## src/rtl/expgolomb_dec.sv

```systemverilog
// -----------------------------------------------------------------------------
// expgolomb_dec
// Order-0 Exp-Golomb decoder sitting behind the `bits` field extractor.
// Pulls the unary prefix one bit at a time, then the N-bit suffix in a single
// request, and presents one ue/se value per codeword on a valid/ready port.
// Malformed streams or unexpected response strobes raise a sticky error.
//
// Ports
//   clock_i      clock, all logic on posedge
//   reset_i      synchronous active-high reset
//   run_i        allow a new codeword to start
//   signedin_i   se(v) mapping select, sampled when a codeword starts
//   reqin_o      one-cycle bit request to `bits`
//   reqlen_o     requested bit count (1..15), valid with reqin_o
//   bitpush_i    response strobe from `bits`
//   bitlen_i     response length
//   bitdata_i    response bits, right-justified, first stream bit is MSB
//   pushcode_o   decoded value valid
//   codeready_i  downstream accept
//   codeout_o    decoded value (ue unsigned / se two's complement)
//   zeros_o      prefix zero count of the presented codeword
//   err_o        sticky error, cleared only by reset
// -----------------------------------------------------------------------------
module expgolomb_dec #(
    parameter int MAXZ = 15
) (
    input  logic        clock_i,
    input  logic        reset_i,
    input  logic        run_i,
    input  logic        signedin_i,
    output logic        reqin_o,
    output logic [3:0]  reqlen_o,
    input  logic        bitpush_i,
    input  logic [3:0]  bitlen_i,
    input  logic [14:0] bitdata_i,
    output logic        pushcode_o,
    input  logic        codeready_i,
    output logic [15:0] codeout_o,
    output logic [3:0]  zeros_o,
    output logic        err_o
);

    localparam logic [2:0] S_IDLE  = 3'd0;
    localparam logic [2:0] S_PREQ  = 3'd1;
    localparam logic [2:0] S_PWAIT = 3'd2;
    localparam logic [2:0] S_SREQ  = 3'd3;
    localparam logic [2:0] S_SWAIT = 3'd4;
    localparam logic [2:0] S_OUT   = 3'd5;
    localparam logic [2:0] S_ERR   = 3'd6;

    logic [2:0]  state_q, state_d;
    logic [4:0]  nz_q, nz_d;       // 5 bits so the MAXZ+1 overflow is visible
    logic        sgn_q, sgn_d;
    logic [15:0] code_q, code_d;
    logic [3:0]  zeros_q, zeros_d;
    logic        reqin_q, push_q, err_q;
    logic [3:0]  reqlen_q;

    // k = (2^N - 1) + suffix, computed at 17 bits; max 65534 so k[16] is 0.
    logic [16:0] pfx, sfx, kval;
    logic [15:0] half, code_se;
    logic [4:0]  nz_inc;

    assign pfx     = (17'd1 << nz_q) - 17'd1;
    assign sfx     = {2'b00, bitdata_i} & pfx;
    assign kval    = pfx + sfx;
    assign half    = kval[16:1];
    // odd k -> +(k+1)/2, even k -> -(k/2)
    assign code_se = kval[0] ? (half + 16'd1) : (16'd0 - half);
    assign nz_inc  = nz_q + 5'd1;

    always_comb begin
        state_d = state_q;
        nz_d    = nz_q;
        sgn_d   = sgn_q;
        code_d  = code_q;
        zeros_d = zeros_q;
        case (state_q)
            S_IDLE: begin
                if (bitpush_i) state_d = S_ERR;
                else if (run_i) begin
                    sgn_d   = signedin_i;
                    nz_d    = 5'd0;
                    state_d = S_PREQ;
                end
            end
            S_PREQ: state_d = bitpush_i ? S_ERR : S_PWAIT;
            S_PWAIT: begin
                if (bitpush_i) begin
                    if (bitlen_i != 4'd1) state_d = S_ERR;
                    else if (!bitdata_i[0]) begin
                        nz_d    = nz_inc;
                        state_d = (nz_inc > 5'(MAXZ)) ? S_ERR : S_PREQ;
                    end else if (nz_q == 5'd0) begin
                        code_d  = 16'd0;
                        zeros_d = 4'd0;
                        state_d = S_OUT;
                    end else begin
                        state_d = S_SREQ;
                    end
                end
            end
            S_SREQ: state_d = bitpush_i ? S_ERR : S_SWAIT;
            S_SWAIT: begin
                if (bitpush_i) begin
                    if (bitlen_i != nz_q[3:0]) state_d = S_ERR;
                    else begin
                        code_d  = sgn_q ? code_se : kval[15:0];
                        zeros_d = nz_q[3:0];
                        state_d = S_OUT;
                    end
                end
            end
            S_OUT: begin
                if (bitpush_i) state_d = S_ERR;
                else if (codeready_i) begin
                    // chain straight into the next prefix when run is high
                    if (run_i) begin
                        sgn_d   = signedin_i;
                        nz_d    = 5'd0;
                        state_d = S_PREQ;
                    end else begin
                        state_d = S_IDLE;
                    end
                end
            end
            S_ERR:   state_d = S_ERR;
            default: state_d = S_ERR;
        endcase
    end

    // Outputs are registered off the next state so they line up with it.
    always_ff @(posedge clock_i) begin
        if (reset_i) begin
            state_q  <= S_IDLE;
            nz_q     <= 5'd0;
            sgn_q    <= 1'b0;
            code_q   <= 16'd0;
            zeros_q  <= 4'd0;
            reqin_q  <= 1'b0;
            reqlen_q <= 4'd0;
            push_q   <= 1'b0;
            err_q    <= 1'b0;
        end else begin
            state_q  <= state_d;
            nz_q     <= nz_d;
            sgn_q    <= sgn_d;
            code_q   <= code_d;
            zeros_q  <= zeros_d;
            reqin_q  <= (state_d == S_PREQ) || (state_d == S_SREQ);
            reqlen_q <= (state_d == S_PREQ) ? 4'd1 :
                        (state_d == S_SREQ) ? nz_d[3:0] : 4'd0;
            push_q   <= (state_d == S_OUT);
            err_q    <= (state_d == S_ERR);
        end
    end

    assign reqin_o    = reqin_q;
    assign reqlen_o   = reqlen_q;
    assign pushcode_o = push_q;
    assign codeout_o  = code_q;
    assign zeros_o    = zeros_q;
    assign err_o      = err_q;

endmodule

```

## config.mk

```make
export PLATFORM = sky130hd
export DESIGN_NAME = expgolomb_dec
export DESIGN_NICKNAME = d
export VERILOG_FILES = /design/src/rtl/expgolomb_dec.sv
export SDC_FILE = /design/constraint.sdc
export NUM_CORES = 1
export LEC_CHECK = 0
export CAP_MARGIN = 25
export CORE_MARGIN = 5
export CORE_UTILIZATION = 50
export CTS_CLUSTER_SIZE = 14
export DETAILED_ROUTE_END_ITERATION = 8
export PLACE_DENSITY = 0.71
export REMOVE_ABC_BUFFERS = 1
export SKIP_LAST_GASP = 1
export SLEW_MARGIN = 25
export SYNTH_ARGS = -nofsm -noshare
export SYNTH_HDL_FRONTEND = slang
export SYNTH_SLANG_ARGS = --single-unit
```

## constraint.sdc

```tcl
create_clock -name clock_i -period 5.5 [get_ports clock_i]
set_input_delay 0.825 -clock clock_i [delete_from_list [all_inputs] [get_ports clock_i]]
set_output_delay 0.825 -clock clock_i [all_outputs]
set_load 0.02 [all_outputs]
```

==> qor.yml <==
setup_path:
  worstPathMaxFanout: 11
  cp-start-kind: "flip-flop"
  crit_path_end_kind: "flip-flop"
  path_cells: "inv_1 -> ha_1 -> nor2b_2 -> nor3b_2 -> inv_1 -> ha_1 -> and2b_1 -> a22oi_4 -> nor4_1 -> o32a_1 -> a222oi_1 -> a32oi_1 -> xnor2_1 -> nand2_1 -> nor2_2 -> a32oi_1 -> o31a_1 -> a32o_1"
  critPathKind: "reg2reg"
  cp.arrival_ns: 5.22
  critPathTopFamily: "compound AO/OA/AOI/OAI gates"
  cpPeakStageDelay_ns: 0.53
  worst_path_max_delay_cell: "a222oi_1"
  crit_buf_inv: 2
  crit_required_ns: 5.69
grt:
  grt_first_pass_wirelength_um: 17700
  antenna_found_initial: 0
  grt.overflow.total: 0
  grt_pass1_vias: 3801
  grt_max_degree: 27
  grtUsageTotal_pct: 21.7
drt:
  vias_per_cell: 6.06
  routed.top_layer: "met4"
  drt_first_pass_iters: 4
  drc_errors: 0
  wl_per_cell_um: 16.0
  wl_met2_um: 5280
  met3_length_um: 486
  wl_um: 10400
  vias: 3942
  met1_length_um: 4510
  drt_iter0_drc: 152
  antenna_left: 0
pwr:
  p_per_area_nw_per_um2: 131
  ir_worst_vdd_mv: 0.111
  p_leak_nw: 1.57
run_status:
  outcome: "completed"
synthesis:
  ys_warn_count: 0
  synthAdderAreaFrac_pct: 3.30
  synth_xor_xnor_area_share_pct: 8.97
  synthCells: 513
  synth_area_um2: 3790
  async_flop_share_pct: 0
  synth_compound_area_share_pct: 27.2
  yosys.area.top_type_share_pct: 19.0
  synth_mux_area_share_pct: 1.91
  synth-simple-area-share_pct: 33.9
  syn_avg_cell_area_um2: 7.40
  yosysUniqueCellTypes: 90
  synth_top_family_by_area: "simple AND/OR/NAND/NOR gates"
  synth-edff-count: 0
  yosys.area.top_type: "dfxtp_1"
  synth.area.top_cells: "dfxtp_1 (19%), nor2_1 (6.3%), o21ai_0 (5.0%)"
  synth_ff_type: "dfxtp_1"
  ys_seq_area_share_pct: 19.0
  ys_seq_elements: 36
timing:
  fmax_mhz: 199
  period_share_pct: 91.4
  hold_violations: 0
  setup_viol: 0
  worst_pin_slew_ns: 1.15
  slew_headroom_pct: 22.7
  rsz0062_at_grt: "false"
  tns_ns: 0
  finalWorstSetupSlack_ns: 0.472
  drv_slew: 0
  worst_clock_skew_ns: 0.0134
  layout_min_cycle_time_ns: 5.03
clock_network:
  clock_latency_ns: 0.30
  cts-root-buf: "clkbuf_8"
  postCtsSetupBuffers: 0
  cts_buffers: 5
  htreeDepth: 2
  cts_sinks: 36
  clock_path_buffers: 2
  cts_tree: "done"
  clk_pin_slew_ns: 0.08
layout:
  drive_gt1_share_pct: 9.06
  fillCellCount: 695
  num-nets-final: 586
  diodes: 0
  layout_common_cells: "nor2_1 (64), clkdlybuf4s50_1 (51), nand2_1 (40)"
  area_growth_syn_to_layout_pct: 17.7
  final_common_cell: "nor2_1"
flow_run:
  drv_cap: 0
placed_design:
  numPortBuffers: 51
  dp_hpwl_um: 8370
  place_ws_ns: 0.513
  place_congestion: 0.941
die:
  rows: 31
  dieArea_um2: 9430
  io_pins: 52
  core-area_um2: 7330
  die_x_um: 97.1
  die_h_um: 97.1
  start_util_pct: 51.7
hold_path:
  hold_class: "reg2reg"
-- worst paths after layout --
check                     from       endpoint  slack [ns]  cells after the start
setup / recovery       nz_q[0]  codeout_o[14]        0.47                     18
hold / removal    codeout_o[5]   codeout_o[5]        0.46                      2
setup reg to reg       nz_q[0]  codeout_o[14]        0.47                     18
hold reg to reg   codeout_o[5]   codeout_o[5]        0.46                      2
-- cell type report --
class                   count  area, um2  share of cell area (%)
clock inverters             3       42.5                   0.953
clock buffers               5       68.8                    1.54
repair buffers             59        571                    12.8
flip-flops and latches     36        721                    16.1
multi-input cells         428       2860                    64.0
well taps                  99        124                    2.77
inverters                  21       78.8                    1.77
-- registers in the layout, summed over array words and instances, names as in the netlist --
name / cells
codeout_o: 16
nz_q: 5
reqlen_o: 4
zeros_o: 4
state_q: 3
err_o: 1
pushcode_o: 1
reqin_o: 1
sgn_q: 1
-- cell usage after synthesis, types with 3 or more instances --
| cell | instances |
|---|---|
| and2_1 | 7 |
| nand3_1 | 11 |
| a32o_1 | 3 |
| dfxtp_1 | 36 |
| mux2i_1 | 5 |
| xnor2_1 | 19 |
| nand4_1 | 5 |
| a22oi_1 | 9 |
| nor2b_1 | 13 |
| a311oi_1 | 3 |
| inv_1 | 20 |
| a31oi_1 | 3 |
| o21ai_0 | 38 |
| buf_6 | 3 |
| a21o_1 | 5 |
| ha_1 | 10 |
| nor2_2 | 4 |
| nor2_1 | 64 |
| nand2b_1 | 7 |
| a21oi_1 | 29 |
| nand2_1 | 40 |
| nor3b_1 | 5 |
| xor2_1 | 13 |
| and3_1 | 6 |
| clkbuf_1 | 18 |
| nand3b_1 | 3 |
| o2111ai_1 | 3 |
| o211ai_1 | 3 |
| o31ai_1 | 3 |
| or3_1 | 6 |
| buf_2 | 4 |
| o21ai_1 | 6 |
| a32oi_1 | 7 |
| nor3_1 | 19 |
| nor4_1 | 11 |
| or4_1 | 3 |
-- what timing repair did --
action / CTS / global route
gates resized for setup: 0 / 1
hold buffers: 0 / 0
setup endpoints to repair: 0 / 2
-- kinds of logic (layout without fill, tap and decap cells) --
kind of cell	count (synthesis)	after routing
buffers and inverters	49	88
flip-flops	36	36
multiplexers	6	6
AO/OA/AOI/OAI	146	146
adder cells (fa/ha/maj)	10	10
AND/OR/NAND/NOR	231	231
XOR/XNOR	35	35
-- per-stage QoR --
stage                     hold slack (ns)  instances  instance area, um2  power [W]  util, %
final                               0.458        651                4460   0.000586     60.9
after global placement              0.437        643                4350   0.000354     59.3
after detailed placement            0.447        643                4350   0.000355     59.3
after global routing                0.492        651                4460   0.000608     60.9
after floorplan                     0.524        485                3650   0.000314        -
after CTS                           0.459        651                4460   0.000588     60.8
-- worst min-delay path: cells and delay by family (launching register included) --
kind	cells	cell delay, ns
simple gates	1	0.05
compound gates	1	0.05
flops	1	0.32
-- power breakdown --
group	internal, W	switching (W)	leakage [nW]
registers	0.000264	0.00000584	0.291
clock network	0.000134	0.000103	0.0541
logic	0.0000381	0.0000418	1.22
total	0.000436	0.000150	1.57
-- per-layer routing --
layer,track usage (%),up-vias
met2,39.1,107
met1,26.3,1863
met5,0,-
met4,6.05,0
met3,3.66,16
li1,-,1956
No activity file was read; power rests on OpenSTA's default activity.
